`src/rtl/inst_fetch_queue_if.sv`:
```
// inst_fetch_queue_if: fetch-queue RAM, redirect and issue signals; fetch_fault_o only with FETCH_BOUNDS_CHECK_EN
interface inst_fetch_queue_if;
  logic [31:0] imem_addr_o;
  logic [31:0] imem_data_i;
  logic        redirect_i;
  logic [31:0] redirect_pc_i;
  logic        inst_valid_o;
  logic [31:0] inst_o;
  logic [31:0] inst_pc_o;
  logic        inst_ready_i;
`ifdef FETCH_BOUNDS_CHECK_EN
  logic        fetch_fault_o;
  modport master (
    output imem_addr_o, inst_valid_o, inst_o, inst_pc_o, fetch_fault_o,
    input  imem_data_i, redirect_i, redirect_pc_i, inst_ready_i
  );
  modport slave (
    input  imem_addr_o, inst_valid_o, inst_o, inst_pc_o, fetch_fault_o,
    output imem_data_i, redirect_i, redirect_pc_i, inst_ready_i
  );
`else
  modport master (
    output imem_addr_o, inst_valid_o, inst_o, inst_pc_o,
    input  imem_data_i, redirect_i, redirect_pc_i, inst_ready_i
  );
  modport slave (
    input  imem_addr_o, inst_valid_o, inst_o, inst_pc_o,
    output imem_data_i, redirect_i, redirect_pc_i, inst_ready_i
  );
`endif
endinterface

```
`src/rtl/inst_fetch_queue.sv`:
```
// inst_fetch_queue: fetches from a combinational RAM into a {pc,instr} FIFO; FETCH_BOUNDS_CHECK_EN adds the fetch fault
module inst_fetch_queue #(
  parameter logic [31:0] RESET_PC    = 32'h0000_0000,
  parameter int          QUEUE_DEPTH = 4,
  parameter int          IMEM_WORDS  = 32838
) (
  input  logic                clk,
  input  logic                rst,
  inst_fetch_queue_if.master  bus
);
  localparam int AW = $clog2(QUEUE_DEPTH);
  localparam logic [AW:0] FULL = (AW+1)'(QUEUE_DEPTH);
  logic [31:0]   pc_q, pc_d;
  logic [AW:0]   count_q, count_d;
  logic [AW-1:0] rd_q, rd_d, wr_q, wr_d;
  logic [31:0]   pc_mem_q  [QUEUE_DEPTH];
  logic [31:0]   ins_mem_q [QUEUE_DEPTH];
  logic          valid, pop, push, oor;
`ifdef FETCH_BOUNDS_CHECK_EN
  logic fault_q;
  assign oor = pc_q[31:2] >= 30'(IMEM_WORDS);
  assign bus.fetch_fault_o = fault_q | oor;
  // sticky fault, cleared only by redirect or reset
  always_ff @(posedge clk)
    fault_q <= (rst | bus.redirect_i) ? 1'b0 : (fault_q | oor);
`else
  assign oor = 1'b0 && IMEM_WORDS > 0;
`endif
  assign valid            = count_q != '0;
  assign pop              = valid & bus.inst_ready_i;
  assign push             = !bus.redirect_i & (count_q != FULL | pop) & !oor;
  assign bus.imem_addr_o  = pc_q;
  assign bus.inst_valid_o = valid;
  assign bus.inst_o       = valid ? ins_mem_q[rd_q] : '0;
  assign bus.inst_pc_o    = valid ? pc_mem_q[rd_q] : '0;
  // next-state: redirect flushes and restarts, otherwise advance on push/pop
  always_comb begin
    pc_d    = bus.redirect_i ? {bus.redirect_pc_i[31:2], 2'b00} : push ? pc_q + 32'd4 : pc_q;
    count_d = bus.redirect_i ? '0 : count_q + (AW+1)'(push) - (AW+1)'(pop);
    rd_d    = bus.redirect_i ? '0 : rd_q + AW'(pop);
    wr_d    = bus.redirect_i ? '0 : wr_q + AW'(push);
  end
  // control state registers
  always_ff @(posedge clk) begin
    if (rst) begin
      pc_q    <= RESET_PC;
      count_q <= '0;
      rd_q    <= '0;
      wr_q    <= '0;
    end else begin
      pc_q    <= pc_d;
      count_q <= count_d;
      rd_q    <= rd_d;
      wr_q    <= wr_d;
    end
  end
  // queue storage, written with the word fetched at pc_q
  always_ff @(posedge clk) begin
    if (!rst && push) begin
      pc_mem_q[wr_q]  <= pc_q;
      ins_mem_q[wr_q] <= bus.imem_data_i;
    end
  end
endmodule
```
`src/flat_wrapper.sv`:
```
// flat-port wrapper written by rule: the top's interface ports become plain ports
module inst_fetch_queue_flat 
#(
  parameter logic [31:0] RESET_PC    = 32'h0000_0000,
  parameter int          QUEUE_DEPTH = 4,
  parameter int          IMEM_WORDS  = 32838
)
  (clk, rst, bus_imem_addr_o, bus_inst_valid_o, bus_inst_o, bus_inst_pc_o, bus_imem_data_i, bus_redirect_i, bus_redirect_pc_i, bus_inst_ready_i);
  inst_fetch_queue_if bus_i ();
  input  logic clk;
  input  logic rst;
  output wire logic [$bits(bus_i.imem_addr_o)-1:0] bus_imem_addr_o;
  output wire logic [$bits(bus_i.inst_valid_o)-1:0] bus_inst_valid_o;
  output wire logic [$bits(bus_i.inst_o)-1:0] bus_inst_o;
  output wire logic [$bits(bus_i.inst_pc_o)-1:0] bus_inst_pc_o;
  input wire logic [$bits(bus_i.imem_data_i)-1:0] bus_imem_data_i;
  input wire logic [$bits(bus_i.redirect_i)-1:0] bus_redirect_i;
  input wire logic [$bits(bus_i.redirect_pc_i)-1:0] bus_redirect_pc_i;
  input wire logic [$bits(bus_i.inst_ready_i)-1:0] bus_inst_ready_i;
  assign bus_imem_addr_o = bus_i.imem_addr_o;
  assign bus_inst_valid_o = bus_i.inst_valid_o;
  assign bus_inst_o = bus_i.inst_o;
  assign bus_inst_pc_o = bus_i.inst_pc_o;
  assign bus_i.imem_data_i = bus_imem_data_i;
  assign bus_i.redirect_i = bus_redirect_i;
  assign bus_i.redirect_pc_i = bus_redirect_pc_i;
  assign bus_i.inst_ready_i = bus_inst_ready_i;
  inst_fetch_queue #(.RESET_PC(RESET_PC), .QUEUE_DEPTH(QUEUE_DEPTH), .IMEM_WORDS(IMEM_WORDS)) u_core (.clk(clk), .rst(rst), .bus(bus_i));
endmodule
```
`config.mk`:
```
export PLATFORM = sky130hd
export DESIGN_NAME = inst_fetch_queue_flat
export DESIGN_NICKNAME = d
export VERILOG_FILES = /design/src/rtl/inst_fetch_queue_if.sv /design/src/rtl/inst_fetch_queue.sv /design/src/flat_wrapper.sv
export SDC_FILE = /design/constraint.sdc
export NUM_CORES = 1
export LEC_CHECK = 0
export CAP_MARGIN = 30
export CELL_PAD_IN_SITES_DETAIL_PLACEMENT = 0
export CELL_PAD_IN_SITES_GLOBAL_PLACEMENT = 1
export CORE_UTILIZATION = 42
export CTS_CLUSTER_SIZE = 40
export DETAILED_ROUTE_END_ITERATION = 10
export PLACE_DENSITY_LB_ADDON = 0.1
export SLEW_MARGIN = 20
export SYNTH_ARGS = -nofsm -noshare
export SYNTH_HDL_FRONTEND = slang
export SYNTH_SLANG_ARGS = --single-unit
```
`constraint.sdc`:
```
create_clock -name clk -period 7.2 [get_ports clk]
set_input_delay 1.8 -clock clk [delete_from_list [all_inputs] [get_ports clk]]
set_output_delay 1.8 -clock clk [all_outputs]
set_load 0.005 [all_outputs]
```
==> impl_metrics.env <==
export IMPL_status="completed"
export IMPL_min_path_type="reg -> reg"
export IMPL_num_rows=60
export IMPL_final_cells=1203
export IMPL_crit_arrival_ns=3.10
export IMPL_hold_viol=0
export IMPL_io_buffers=158
export IMPL_cts_setup_buffers=0
export IMPL_synth_adder_area_share=0.00711
export IMPL_clk_transition_reported_paths_ns=0.06
export IMPL_dp_cells=1150
export IMPL_cap_violations=0
export IMPL_synth_cell_types=59
export IMPL_p_int_mw=3.00
export IMPL_synth_seq_area_share=0.705
export IMPL_netlist_instances=674
export IMPL_clock_fmax_mhz=204
export IMPL_synth_edf_count=248
export IMPL_core_region_area_um2=27000
export IMPL_grt_pass1_vias=6773
export IMPL_area_delta_synth_final_pct=26.1
export IMPL_clock_latency_ns=0.55
export IMPL_crit_type="reg -> out"
export IMPL_seqPwrFrac=0.492
export IMPL_rsz0062_at_grt="false"
export IMPL_slew_headroom=0.431
export IMPL_ys_flop_type="edfxtp_1"
export IMPL_power_mw=3.85
export IMPL_fin_util=0.542
export IMPL_leakagePower_nw=4.58
export IMPL_cts_resized=0
export IMPL_synth_xor_area_share=0.0106
export IMPL_p_comb_frac=0.114
export IMPL_crit_required_ns=5.40
export IMPL_syn_area_per_cell_um2=17.2
export IMPL_postSynth_asyncResetShare=0
export IMPL_cts_buffers_inserted=29
export IMPL_sw_frac_of_total=0.221
export IMPL_drive_above_1_share=0.160
export IMPL_fin_ws_ns=2.30
export IMPL_io_pins=165
export IMPL_antenna_cells=0
export IMPL_start_kind="flop"
export IMPL_dr_pass1_iters=5
export IMPL_synthMuxAreaShare=0.120
export IMPL_antenna_found_initial=0
export IMPL_clock_skew_ns=0.00606
export IMPL_cts_root_buf="clkbuf_16"
export IMPL_critPathCaptureType="output port"
export IMPL_start_util=0.429
export IMPL_synth_common_cells="edfxtp_1 (248), nor2b_1 (65), mux4_2 (62)"
export IMPL_finalSetupViolations=0
export IMPL_pre_cts_slack_ns=2.43
export IMPL_die_h_um=168
export IMPL_multi_input_area_um2=3230
export IMPL_whs_ns=0.565
export IMPL_hpwl_um=15300
export IMPL_die_area_um2=28300
export IMPL_slew_violations=0
export IMPL_finalCritPeriodShare=0.681
export IMPL_tightest_slew_ns=0.853
export IMPL_gp_congestion=0.800
export IMPL_max_vdd_ir_drop_mv=0.148
export IMPL_synth_compound_area_frac=0.0378
export IMPL_synthSimpleGateAreaFrac=0.0981
export IMPL_cts_hold_buf=0
export IMPL_vias_per_cell=5.51
export IMPL_p_per_area_nw_per_um2=263
export IMPL_clk_path_buf_depth=3
export IMPL_p_switching_mw=0.852
export IMPL_postLayoutCellArea_um2=14600
export IMPL_vias=6633
export IMPL_htree_levels=1
export IMPL_grt_pass1_wl_um=39300
export IMPL_gr_total_overflow=0
export IMPL_postRouteAntennaNets=0
export IMPL_clock_sinks=285
export IMPL_wl_per_cell_um=21.2
export IMPL_synth_seq_cells=285
export IMPL_synth_top_area_cell="edfxtp_1"
export IMPL_synth_most_common_cell="edfxtp_1"
export IMPL_synth_warnings=0
export IMPL_synthTopCellsByArea="edfxtp_1 (64%), mux4_2 (12%), dfxtp_1 (6.4%), nor2b_1 (3.5%), xnor2_1 (0.91%)"
export IMPL_remaining_drc_errors=0
export IMPL_grt_max_degree=65
export IMPL_cts_tree="done"
export IMPL_min_period_ns=4.90
export IMPL_pwr_share_clk=0.394
export IMPL_fin_tns_setup_ns=0
export IMPL_synth_area_um2=11600
export IMPL_synth_top_cell_area_share=0.642
export IMPL_synth_top_family_by_area="multiplexers"
export IMPL_fillCellCount=2186
export IMPL_drtIter0Drc=468
export IMPL_grt_use_total=0.182
export IMPL_routed_wl_um=25500
export IMPL_placed_area_um2=13700
export IMPL_seq_area_um2=8200
export IMPL_final_nets=914
export IMPL_cp_max_fo=27
export IMPL_chipWidth_um=168
[final cells by class]
| class | count | area share |
|---|---|---|
| Sequential cell | 285 | 0.560 |
| Clock inverter | 17 | 0.0133 |
| Timing Repair Buffer | 173 | 0.121 |
| Multi-Input combinational cell | 338 | 0.221 |
| Clock buffer | 36 | 0.0528 |
| Inverter | 13 | 0.00333 |
| Tap cell | 341 | 0.0291 |
[cell usage in the layout (no fill, tap or decap), drive strengths merged, types with 5 or more instances in the layout]
| cell type | netlist | layout |
|---|---|---|
| a311oi | 8 | 8 |
| and4 | 8 | 8 |
| nand3 | 11 | 11 |
| nand2 | 24 | 24 |
| o21ai | 5 | 5 |
| nor2 | 27 | 27 |
| clkbuf | 25 | 36 |
| or3 | 5 | 5 |
| buf | 16 | 15 |
| nor2b | 65 | 65 |
| clkinv | 0 | 9 |
| edfxtp | 248 | 248 |
| nor3 | 10 | 10 |
| xnor2 | 12 | 12 |
| clkdlybuf4s50 | 0 | 158 |
| and2 | 9 | 9 |
| nand4 | 9 | 9 |
| ha | 5 | 5 |
| nor4 | 7 | 7 |
| inv | 13 | 14 |
| o211ai | 6 | 6 |
| mux4 | 62 | 62 |
| a211oi | 9 | 9 |
| and3 | 6 | 6 |
| dfxtp | 37 | 37 |
[state kept, by name, indices dropped and copies added (netlist names)]
signal	flops
u_core.rd_q	2
u_core.wr_q	2
u_core.count_q	3
u_core.ins_mem_q	128
u_core.bus.imem_addr_o	30
u_core.pc_mem_q	120
[layer usage]
metal  up-vias  GRT usage  share of wire
met5         -          0              0
met3        43     0.0294          0.042
li1       3021          -              -
met4         0     0.0565          0.028
met1      3368      0.256           0.45
met2       201      0.294           0.48
[power groups by stage]
stage                     clock [mW]  combinational, mW  sequential, mW
after global routing            1.61              0.479            1.90
after CTS                       1.55              0.447            1.90
after detailed placement           0              0.446            1.93
final                           1.52              0.439            1.90
after global placement             0              0.431            1.93
after floorplan                    0              0.196            1.91
[cell families after synthesis]
family	count (synthesis)
compound gates	56
buf+inv	54
fa+ha+maj	6
other cells	1
mux	62
flops	285
xor+xnor	14
simple gates	196
[final timing paths]
kind	start	end	slack [ns]	cells past startpoint
setup / recovery	u_core.rd_q[0]$_SDFF_PP0_	bus_inst_pc_o[18]	2.30	5
hold / removal	u_core.bus.imem_addr_o[23]$_SDFFE_PP0P_	u_core.pc_mem_q[2][23]$_DFFE_PP_	0.57	0
setup reg to reg	u_core.count_q[1]$_SDFF_PP0_	u_core.count_q[2]$_SDFF_PP0_	4.30	10
hold reg to reg	u_core.bus.imem_addr_o[23]$_SDFFE_PP0P_	u_core.pc_mem_q[2][23]$_DFFE_PP_	0.57	0
[critical path, cell delays in order, from the launching register on]
cell	delay, ns
dfxtp_4	0.65
buf_16	0.30
buf_4	0.39
mux4_2	0.54
nor2b_1	0.15
clkdlybuf4s50_1	0.50
No activity file was read; power rests on OpenSTA's default activity.
